File: config.mk
export PLATFORM = sky130hd
export DESIGN_NAME = vx_stream_fifo
export DESIGN_NICKNAME = d
export VERILOG_FILES = /design/src/rtl/vx_stream_fifo_pkg.sv /design/src/rtl/vx_stream_fifo_mem.sv /design/src/rtl/vx_stream_fifo.sv
export SDC_FILE = /design/constraint.sdc
export NUM_CORES = 1
export LEC_CHECK = 0
export CAP_MARGIN = 20
export CORE_AREA = 2 2 39 41
export DETAILED_ROUTE_END_ITERATION = 8
export DIE_AREA = 0 0 41 43
export PLACE_DENSITY = 0.86
export SLEW_MARGIN = 10
export SYNTH_ARGS = -nofsm -noshare
export SYNTH_HDL_FRONTEND = slang
export SYNTH_SLANG_ARGS = --single-unit
File: constraint.sdc
create_clock -name clk -period 3.44 [get_ports clk]
set_input_delay 0.86 -clock clk [delete_from_list [all_inputs] [get_ports clk]]
set_output_delay 0.86 -clock clk [all_outputs]
set_load 0.01 [all_outputs]
File: src/rtl/vx_stream_fifo_pkg.sv
// rtl/vx_stream_fifo_pkg.sv - shared types for the stream FIFO
// Encodes the per-cycle push/pop combination that drives the occupancy update.
package vx_stream_fifo_pkg;

  typedef enum logic [1:0] {
    OP_NONE = 2'b00,
    OP_POP  = 2'b01,
    OP_PUSH = 2'b10,
    OP_BOTH = 2'b11
  } fifo_op_e;

endpackage

File: src/rtl/vx_stream_fifo_mem.sv
// rtl/vx_stream_fifo_mem.sv - DATAW x DEPTH storage, one write port, async read
// Contents are deliberately left unreset; readers qualify data with valid.
module vx_stream_fifo_mem #(
  parameter int DATAW = 1,
  parameter int DEPTH = 4,
  parameter int ADDRW = $clog2(DEPTH)
) (
  input  logic             clk,
  input  logic             wr_en,
  input  logic [ADDRW-1:0] wr_addr,
  input  logic [DATAW-1:0] wr_data,
  input  logic [ADDRW-1:0] rd_addr,
  output logic [DATAW-1:0] rd_data
);

  logic [DATAW-1:0] mem_q [DEPTH];

  always_ff @(posedge clk) begin
    if (wr_en) begin
      mem_q[wr_addr] <= wr_data;
    end
  end

  assign rd_data = mem_q[rd_addr];

endmodule

File: src/rtl/vx_stream_fifo.sv
// rtl/vx_stream_fifo.sv - valid/ready stream FIFO with registered handshake flags
// ready_in and valid_out come straight from flops so neither side sees a combinational path.
module vx_stream_fifo
  import vx_stream_fifo_pkg::*;
#(
  parameter int DATAW    = 1,
  parameter int DEPTH    = 4,
  parameter int ALM_FULL = DEPTH - 1
) (
  input  logic                       clk,
  input  logic                       reset,
  input  logic                       valid_in,
  output logic                       ready_in,
  input  logic [DATAW-1:0]           data_in,
  output logic                       valid_out,
  input  logic                       ready_out,
  output logic [DATAW-1:0]           data_out,
  output logic [$clog2(DEPTH):0]     count,
  output logic                       alm_full
);

  localparam int ADDRW = $clog2(DEPTH);
  localparam int CNTW  = ADDRW + 1;

  logic [ADDRW-1:0] wr_ptr_q, wr_ptr_d;
  logic [ADDRW-1:0] rd_ptr_q, rd_ptr_d;
  logic [CNTW-1:0]  count_q, count_d;
  logic             ready_in_q, ready_in_d;
  logic             valid_out_q, valid_out_d;
  logic             alm_full_q, alm_full_d;
  logic             push, pop;
  fifo_op_e         op;

  assign push = valid_in & ready_in_q;
  assign pop  = valid_out_q & ready_out;

  always_comb begin
    op          = fifo_op_e'({push, pop});
    wr_ptr_d    = wr_ptr_q;
    rd_ptr_d    = rd_ptr_q;
    count_d     = count_q;
    if (push) wr_ptr_d = wr_ptr_q + ADDRW'(1);
    if (pop)  rd_ptr_d = rd_ptr_q + ADDRW'(1);
    case (op)
      OP_PUSH: count_d = count_q + CNTW'(1);
      OP_POP:  count_d = count_q - CNTW'(1);
      default: count_d = count_q;
    endcase
    // Flags follow the next occupancy so they are correct in the same cycle as count.
    ready_in_d  = (count_d != CNTW'(DEPTH));
    valid_out_d = (count_d != CNTW'(0));
    alm_full_d  = (count_d >= CNTW'(ALM_FULL));
  end

  always_ff @(posedge clk or posedge reset) begin
    if (reset) begin
      wr_ptr_q    <= '0;
      rd_ptr_q    <= '0;
      count_q     <= '0;
      ready_in_q  <= 1'b1;
      valid_out_q <= 1'b0;
      alm_full_q  <= 1'b0;
    end else begin
      wr_ptr_q    <= wr_ptr_d;
      rd_ptr_q    <= rd_ptr_d;
      count_q     <= count_d;
      ready_in_q  <= ready_in_d;
      valid_out_q <= valid_out_d;
      alm_full_q  <= alm_full_d;
    end
  end

  vx_stream_fifo_mem #(
    .DATAW (DATAW),
    .DEPTH (DEPTH),
    .ADDRW (ADDRW)
  ) u_mem (
    .clk     (clk),
    .wr_en   (push),
    .wr_addr (wr_ptr_q),
    .wr_data (data_in),
    .rd_addr (rd_ptr_q),
    .rd_data (data_out)
  );

  assign ready_in  = ready_in_q;
  assign valid_out = valid_out_q;
  assign count     = count_q;
  assign alm_full  = alm_full_q;

endmodule

==> impl_results.md, run 1 <==
* PostCTS Resize Cnt at 0
* Commonest non-fill, non-tap cells in the layout: clkdlybuf4s50_1 (11), dfrtp_1 (9), inv_1 (7)
* Register area share after synthesis at 0.548
* Comb pwr share at 0.464
* Worst Hold End: rd_ptr_q[1]
* Fillers at 105
* # diodes at 0
* Status: finished, final reports clean
* Clock power frac at 0.135
* Clk sink count at 14
* Vias in the first global route at 432
* DR WL/cell at 12.7 um
* #FFs+latches synth at 14
* Core area at 1380 sq um
* Netlist cell types at 22
* Synth warn at 0
* Post-layout instance area at 835 sq um
* GRT overflow at 0
* Largest net degree at the start of global routing at 11
* Fmax at 385 MHz
* First-pass GRT wire length at 1750 um
* Total Wirelength at 1080 um
* Pleak at 0.371 nW
* Worst setup EP type: flip-flop
* Post-CTS Hold Buffers at 0
* Worst Hold Class: reg2reg
* Min Tclk post-route at 2.60 ns
* Syn Inst Count at 54
* Psw at 0.000260 W
* Die Y-Extent at 43 um
* Total negative slack at 0 ns
* Root Buffer: clkbuf_4
* CTS clk-pin slew, worst paths at 0.08 ns
* Hold path cells at 1
* DRC violations left at 0
* Post-Syn Area at 678 sq um
* Required @ worst endpoint at 3.66 ns
* Hold_sp: rd_ptr_q[1]
* R2r startpoint: valid_out
* Pre-Repair DR Iteration Count at 4
* CTS tree: yes
* MaxCap Viol Count at 0
* Final hold viol count at 0
* Post-synthesis net count at 65
* Setup bufs post-CTS at 0
* I/O pin count at 12
* Reg-to-reg slack, setup at 1.52 ns
* Slew @ Worst Pin at 0.365 ns
* Initial Util at 0.490
* Worst setup path category: in2reg
* Vias at 435
* GRT Overall Usage at 0.152
* Final Max Tran Viols at 0
* PortBufs at 11
* Post-DRT Antenna Nets at 0
* Sw frac at 0.357
* Critical Path Source: ready_out
* Reg2reg end: valid_out
* Std cell rows at 14
* Hold_ws at 0.511 ns
* Worst setup SP type: input port
* Post-DP Area at 808 sq um
* Seq pwr share at 0.402
* H-tree depth at 1
* Nets at 81
* Critical Path AT at 2.82 ns
* Via density at 5.12
* Internal power at 0.000467 W
* Reg2reg path depth at 7
* Max VDD drop at 0.445 mV
* Avg Cell Area, Syn at 12.6 sq um
* CTS max path bufs at 2
* Area grow syn2layout at 23.1%
* Pwr Density at 872 nW/um^2
* Die Area at 1760 sq um
* Rel. slew slack at 0.757
* Crit path max fanout at 3
* Tcrit/Tclk final at 0.755
* Layout cell share with drive strength beyond 1 at 0.0725
* DR iter-0 viols at 6
* Latest clock arrival within the worst-skew pair at 0.28 ns
* Setup violators final at 0
* Placer Congestion at 0.827
* Commonest non-fill, non-tap cell in the layout: clkdlybuf4s50_1
* CTS Buf Count at 3
* Dpl hpwl at 857 um
* Clk_skew at 0.00312 ns
* Die Span X at 41 um
* RSZ-0062 raised after global routing: false
* Initial antenna violation count at 0
==> final cells by class <==
| type | instances | area (sq um) | share of cell area |
|---|---|---|---|
| Clock buffer | 4 | 26.3 | 0.0315 |
| Inverter | 7 | 26.3 | 0.0315 |
| Multi-Input combinational cell | 33 | 280 | 0.336 |
| Sequential cell | 14 | 372 | 0.445 |
| Tap cell | 16 | 20.0 | 0.0240 |
| Timing Repair Buffer | 11 | 110 | 0.132 |
==> logic make-up (layout without fill, tap and decap cells) <==
group	Yosys count	count (layout)	share of synthesized area
AND/OR/NAND/NOR	15	15	0.127
flip-flops	14	14	0.548
AO/OA/AOI/OAI	4	4	0.0369
adder cells (fa/ha/maj)	6	6	0.122
XOR/XNOR	6	6	0.0775
multiplexers	2	2	0.0498
buffers and inverters	7	22	0.0388
==> worst max path at each step <==
stage               cells past startpoint         to  slack, ns
floorplan                               7   alm_full       1.15
global placement                        8  valid_out       0.63
detailed placement                      8  valid_out       0.56
CTS                                     8  valid_out       0.84
global route                            8  valid_out       0.73
finish                                  8  valid_out       0.84
==> cells in the mapped netlist <==
| cell type | instances | area, sq um |
|---|---|---|
| dfrtp_1 | 9 | 225 |
| inv_1 | 7 | 26.3 |
| ha_1 | 5 | 62.6 |
| and3_1 | 4 | 25.0 |
| edfxtp_1 | 4 | 120 |
| xnor2_1 | 4 | 35.0 |
| nand2_1 | 3 | 11.3 |
| nand3_1 | 2 | 10.0 |
| nand3b_1 | 2 | 15.0 |
| xor2_1 | 2 | 17.5 |
| a21oi_1 | 1 | 5.00 |
| and2_1 | 1 | 6.26 |
| dfstp_2 | 1 | 26.3 |
| fa_1 | 1 | 20.0 |
| mux2_1 | 1 | 11.3 |
| mux4_2 | 1 | 22.5 |
| nand2b_1 | 1 | 6.26 |
| nor2b_1 | 1 | 6.26 |
| o21ai_0 | 1 | 5.00 |
| o21ai_1 | 1 | 5.00 |
| o32a_1 | 1 | 10.0 |
| or3_1 | 1 | 6.26 |
==> state kept, by name (all words and copies together), names as in the netlist <==
signal       flops
ready_in         1
alm_full         1
valid_out        1
u_mem.mem_q      4
rd_ptr_q         2
wr_ptr_q         2
count            3
==> critical path, cell delays in order <==
cell and delay, ns:
clkdlybuf4s50_1 0.45, and2_1 0.19, ha_1 0.21, inv_1 0.06, fa_1 0.38, xor2_1 0.22
or3_1 0.36, nand3_1 0.10
==> power by group through the flow <==
stage	Combinational (W)	Clock, W	Sequential, W
after detailed placement	0.000335	0	0.000298
final	0.000337	0.0000978	0.000292
after CTS	0.000340	0.000101	0.000294
after global routing	0.000383	0.000107	0.000302
after global placement	0.000323	0	0.000292
after floorplan	0.000205	0	0.000299
==> per-layer routing <==
| metal | up-vias | GRT usage | routed length, um | part of all wire |
|---|---|---|---|---|
| met5 | - | 0 | 0 | 0 |
| met4 | 0 | 0.133 | 59 | 0.054 |
| met3 | 6 | 0.0209 | 37 | 0.034 |
| met2 | 15 | 0.206 | 527 | 0.49 |
| met1 | 202 | 0.200 | 458 | 0.42 |
| li1 | 212 | - | - | - |
==> through the flow <==
step / setup WS, ns / total power [W] / utilization / std cells
after detailed placement: 0.561 / 0.000633 / 0.584 / 81
after CTS: 0.836 / 0.000735 / 0.603 / 85
final: 0.842 / 0.000727 / 0.603 / 85
after global routing: 0.731 / 0.000793 / 0.603 / 85
after floorplan: 1.15 / 0.000505 / - / 54
after global placement: 0.628 / 0.000616 / 0.584 / 81
Note: power is estimated with default switching activity, not from simulation.
==> run 2, diff against run 1 <==
--- a/config.mk
+++ b/config.mk
@@ -6,10 +6,10 @@
 export NUM_CORES = 1
 export LEC_CHECK = 0
 export CAP_MARGIN = 20
-export CORE_AREA = 2 2 39 41
+export CORE_MARGIN = 2
+export CORE_UTILIZATION = 44
 export DETAILED_ROUTE_END_ITERATION = 8
-export DIE_AREA = 0 0 41 43
-export PLACE_DENSITY = 0.86
+export PLACE_DENSITY = 0.79
 export SLEW_MARGIN = 10
 export SYNTH_ARGS = -nofsm -noshare
 export SYNTH_HDL_FRONTEND = slang
==> constraint.sdc (replaced) <==
create_clock -name clk -period 2.3 [get_ports clk]
set_input_delay 0.575 -clock clk [delete_from_list [all_inputs] [get_ports clk]]
set_output_delay 0.575 -clock clk [all_outputs]
set_load 0.01 [all_outputs]
==> impl_results.md, run 2 (synthesis gave the netlist of run 1 again) <==
* Setup violators final at 0 (unchanged)
* # diodes at 0 (unchanged)
* H-tree depth at 1 (unchanged)
* Placed instance count at 85 (+4.9%)
* Clk sink count at 14 (unchanged)
* DR WL/cell at 12.5 um (-1.6%)
* Crit path max-delay family: simple AND/OR/NAND/NOR gates
* GRT overflow at 0 (unchanged)
* Vias at 444 (+2.1%)
* Vias in the first global route at 428 (-0.93%)
* Pleak at 0.406 nW (+9.2%)
* Std cell rows at 14 (unchanged)
* Die Y-Extent at 43.3 um (+0.60%)
* Critical Path AT at 2.43 ns (-0.39 ns)
* Die Area at 1870 sq um (+6.2%)
* CTS max path bufs at 2 (unchanged)
* Required @ worst endpoint at 2.53 ns (-1.13 ns)
* CTS clk-pin slew, worst paths at 0.08 ns (about the same)
* Nets at 86 (+6.2%)
* Die Span X at 43.3 um (+5.5%)
* First-pass GRT wire length at 1840 um (+5.1%)
* Dpl hpwl at 876 um (+2.2%)
* Final hold viol count at 0 (unchanged)
* Worst Hold Class: reg2reg
* Fmax at 453 MHz
* Root Buffer: clkbuf_4
* Final Max Tran Viols at 0 (unchanged)
* Largest register FFs at 4 (unchanged)
* Largest net degree at the start of global routing at 11 (unchanged)
* Status: finished, final reports clean
* Crit path cell chain: clkdlybuf4s50_1, and2_1, ha_1, inv_1, fa_1, xor2_1, or3_1, nand3_1
* Area grow syn2layout at 29.0%
* Pre-Repair DR Iteration Count at 3 (-1)
* Tcrit/Tclk final at 0.959
* Worst setup path category: in2reg
* Slew @ Worst Pin at 0.382 ns (+0.0171 ns)
* CTS Buf Count at 3 (unchanged)
* DRC violations left at 0 (unchanged)
* Initial Util at 0.461 (-0.0292)
* Placer Congestion at 0.820 (-0.87%)
* Most flop-heavy register: u_mem.mem_q
* Final cell count without fillers at 90 (+5.9%)
* Post-DRT Antenna Nets at 0 (unchanged)
* Rel. slew slack at 0.745 (-0.0114)
* Layout cell share with drive strength beyond 1 at 0.135 (+0.0627)
* CTS tree: yes
* Initial antenna violation count at 0 (unchanged)
* Slowest cell on crit path: clkdlybuf4s50_1
* Latest clock arrival within the worst-skew pair at 0.29 ns (about the same)
* Pwr Density at 1280 nW/um^2 (+47%)
* Post-CTS Hold Buffers at 0 (unchanged)
* Total Wirelength at 1130 um (+4.2%)
* I/O pin count at 12 (unchanged)
* Crit path max fanout at 3 (unchanged)
* DR iter-0 viols at 4 (-2)
* Commonest non-fill, non-tap cell in the layout: clkdlybuf4s50_1
* Min Tclk post-route at 2.21 ns
* Commonest non-fill, non-tap cells in the layout: clkdlybuf4s50_1 (10), dfrtp_1 (9), inv_1 (7)
* Clk_skew at 0.00712 ns (+0.00400 ns)
* Critical Path Max Stage Delay at 0.45 ns (about the same)
* Via density at 4.93 (-3.6%)
* PortBufs at 11 (unchanged)
* Buf/Inv on CP at 2 (unchanged)
* GRT Overall Usage at 0.147 (-0.00477)
* MaxCap Viol Count at 0 (unchanged)
* Worst setup SP type: input port
* Core area at 1470 sq um (+6.3%)
* Total negative slack at 0 ns (unchanged)
* RSZ-0062 raised after global routing: false
* Worst setup EP type: flip-flop
* Max VDD drop at 0.531 mV (+19%)
## run 2: metrics by stage
| stage | total power (W) | setup WS (ns) | area, sq um | util | hold WS, ns |
|---|---|---|---|---|---|
| final | 0.00112 | 0.0946 | 875 | 0.594 | 0.516 |
| after global routing | 0.00122 | 0.00231 | 875 | 0.594 | 0.530 |
| after CTS | 0.00114 | 0.0496 | 872 | 0.593 | 0.525 |
| after detailed placement | 0.000974 | -0.200 | 838 | 0.570 | 0.510 |
| after global placement | 0.000949 | -0.206 | 838 | 0.570 | 0.477 |
| after floorplan | 0.000755 | 0.291 | 678 | - | 0.414 |
## run 2: power breakdown
part,leakage (nW),internal (W),switching (W)
sequential,0.150,0.000358,0.0000748
combinational,0.241,0.000304,0.000235
clock,0.0154,0.0000632,0.0000852
total,0.406,0.000725,0.000395
## run 2: metal layers
metal	share of wire	routed length, um	vias to the layer above	global-route usage
met5	0	0	-	0
met4	0.034	38	0	0.109
met3	0.037	42	6	0.0511
met2	0.50	569	9	0.230
met1	0.42	478	208	0.161
li1	-	-	221	-
## run 2: worst paths after layout
path,from,to,slack (ns),cells past startpoint
worst max-delay path,ready_out,alm_full,0.09,8
worst min-delay path,rd_ptr_q[1],rd_ptr_q[1],0.52,1
worst max register to register,ready_in,alm_full,0.46,7
worst min register to register,rd_ptr_q[1],rd_ptr_q[1],0.52,1
max in group asynchronous,reset,ready_in,1.41,2
min in group asynchronous,reset,rd_ptr_q[0],0.58,2
## run 2: cell type report
cell class	instances	area, sq um
Clock inverter	1	3.75
Sequential cell	14	372
Tap cell	16	20.0
Fill cell	122	597
Inverter	7	26.3
Clock buffer	3	22.5
Timing Repair Buffer	16	150
Multi-Input combinational cell	33	280
## run 2: timing repair
item,in CTS,in global routing
setup buffers,1,0
gates resized for setup,0,1
setup endpoints to repair,1,1
pin swaps,0,0
==> run 3, diff against run 2 <==
==> constraint.sdc (replaced) <==
create_clock -name clk -period 2.3 [get_ports clk]
set_input_delay 0.46 -clock clk [delete_from_list [all_inputs] [get_ports clk]]
set_output_delay 0.46 -clock clk [all_outputs]
set_load 0.01 [all_outputs]
==> impl_results.md, run 3 (synthesis gave the netlist of run 1 again) <==
* Status: finished, final reports clean
* Critical Path AT at 1.69 ns (-0.74 ns)
* Dpl hpwl at 854 um (-2.4%)
* Die Span X at 43.3 um (unchanged)
* Final hold viol count at 0 (unchanged)
* MaxCap Viol Count at 0 (unchanged)
* Rel. slew slack at 0.737 (-0.00799)
* Setup bufs post-CTS at 0 (-1)
* Worst Hold Class: in2async
* Commonest non-fill, non-tap cell in the layout: clkdlybuf4s50_1
* Root Buffer: clkbuf_4
* CTS clk-pin slew, worst paths at 0.09 ns (about the same)
* DR iter-0 viols at 3 (-1)
* Nets at 86 (unchanged)
* Pwr Density at 1270 nW/um^2 (-0.90%)
* Crit path cell chain: mux4_2, clkdlybuf4s50_1
* Core area at 1470 sq um (unchanged)
* First-pass GRT wire length at 2080 um (+13%)
* GR Util met1 at 0.190 (+0.0284)
* Die Y-Extent at 43.3 um (unchanged)
* Commonest non-fill, non-tap cells in the layout: clkdlybuf4s50_1 (11), dfrtp_1 (9), inv_1 (7)
* Clk_skew at 0.00602 ns (-0.00110 ns)
* Seq. cell area at 372 sq um (unchanged)
* GRT Overall Usage at 0.154 (+0.00735)
* Final Max Tran Viols at 0 (unchanged)
* PortBufs at 11 (unchanged)
* DR WL/cell at 12.7 um (+1.3%)
* Multi-input gate area at 280 sq um (unchanged)
* Vias at 458 (+3.2%)
* Worst setup path category: reg2out
* Met2 Resource Use GR at 0.251 (+0.0209)
* DRC violations left at 0 (unchanged)
* Dpl ws at -0.126 ns (+0.0735 ns)
* I/O pin count at 12 (unchanged)
* Worst setup SP type: flip-flop
* # diodes at 0 (unchanged)
* Most flop-heavy register: u_mem.mem_q
* Via density at 5.09 (+3.2%)
* CTS max path bufs at 2 (unchanged)
* Critical Path Max Stage Delay at 0.51 ns (+0.06 ns)
* Std cell rows at 14 (unchanged)
* PostCTS Resize Cnt at 0 (unchanged)
* Setup violators final at 0 (unchanged)
* Crit path max fanout at 3 (unchanged)
* Clk sink count at 14 (unchanged)
* Worst setup EP type: output port
* H-tree depth at 1 (unchanged)
* GRT met3 Usage at 0.0255 (-0.0255)
* Initial Util at 0.461 (unchanged)
* Grt peak-use layer: met2
* Latest clock arrival within the worst-skew pair at 0.28 ns (about the same)
* Min Tclk post-route at 2.15 ns (-0.0505 ns)
* Pre-Repair DR Iteration Count at 3 (unchanged)
* Initial antenna violation count at 0 (unchanged)
* Final Power at 0.00111 W (-1.2%)
* Post-DRT Antenna Nets at 0 (unchanged)
* Tcrit/Tclk final at 0.937 (-0.0220)
* CTS Buf Count at 3 (unchanged)
* Fillers at 121 (-0.82%)
* GRT overflow at 0 (unchanged)
* Fmax at 464 MHz (+2.3%)
* Largest net degree at the start of global routing at 11 (unchanged)
* Max VDD drop at 0.547 mV (+3.1%)
* Area grow syn2layout at 28.6%
* Post-layout instance area at 872 sq um (-0.29%)
* Slowest cell on crit path: mux4_2
* Hold_ws at 0.454 ns (-0.0615 ns)
* Fin worst setup slack at 0.145 ns (+0.0505 ns)
* RSZ-0062 raised after global routing: false
* Layout cell share with drive strength beyond 1 at 0.135 (unchanged)
* Post-DP Area at 846 sq um (+0.90%)
* Pleak at 0.397 nW (-2.3%)
* Placer Congestion at 0.800 (-2.4%)
* CTS tree: yes
* Total Wirelength at 1140 um (+1.3%)
* Slew @ Worst Pin at 0.394 ns (+0.0120 ns)
* Largest register FFs at 4 (unchanged)
* Die Area at 1870 sq um (unchanged)
* Required @ worst endpoint at 1.84 ns (-0.69 ns)
* Vias in the first global route at 469 (+9.6%)
* Post-CTS Hold Buffers at 0 (unchanged)
[run 3: changes by cell type in the layout (fill, tap and decap cells not counted), sizes merged]
cell	delta
clkdlybuf4s50	+1
dlymetal6s2s	-1
[run 3: worst max-delay path, delay by kind of cell, from the launching register on]
kind                   cells  cell delay (ns)
DFF                        1             0.42
buffers and inverters      1             0.49
muxes                      1             0.51
[run 3: metal layers]
layer	vias up	wire [um]
met4	0	34
met3	5	23
li1	222	-
met2	9	601
met5	-	0
met1	222	484
[run 3: worst paths after layout]
| kind | start | end | slack [ns] | cells past startpoint |
|---|---|---|---|---|
| worst min-delay path | reset | rd_ptr_q[0] | 0.45 | 2 |
| worst max-delay path | rd_ptr_q[0] | data_out | 0.15 | 2 |
| worst min register to register | rd_ptr_q[1] | rd_ptr_q[1] | 0.50 | 1 |
| worst max register to register | valid_out | valid_out | 0.44 | 7 |
| min in group clk | rd_ptr_q[1] | rd_ptr_q[1] | 0.50 | 1 |
| max in group asynchronous | reset | ready_in | 1.53 | 2 |
[run 3: power by group]
part,internal (W),total [W],switching (W)
sequential,0.000358,0.000438,0.0000803
clock,0.0000629,0.000142,0.0000794
combinational,0.000298,0.000527,0.000229
total,0.000718,0.00111,0.000389
[run 3: stage by stage]
stage,instances,TNS [ns],util
6_report,90,0,0.593
3_3_place_gp,86,-0.197,0.575
5_1_grt,90,0,0.593
2_1_floorplan,54,0,-
4_1_cts,90,0,0.593
3_5_place_dp,86,-0.358,0.575
[run 3: cell type report]
type / instances / share of cell area
multi-input cells: 33 / 0.321
well taps: 16 / 0.0230
inverters: 7 / 0.0301
clock inverters: 1 / 0.00430
repair buffers: 16 / 0.169
flip-flops and latches: 14 / 0.426
clock buffers: 3 / 0.0258
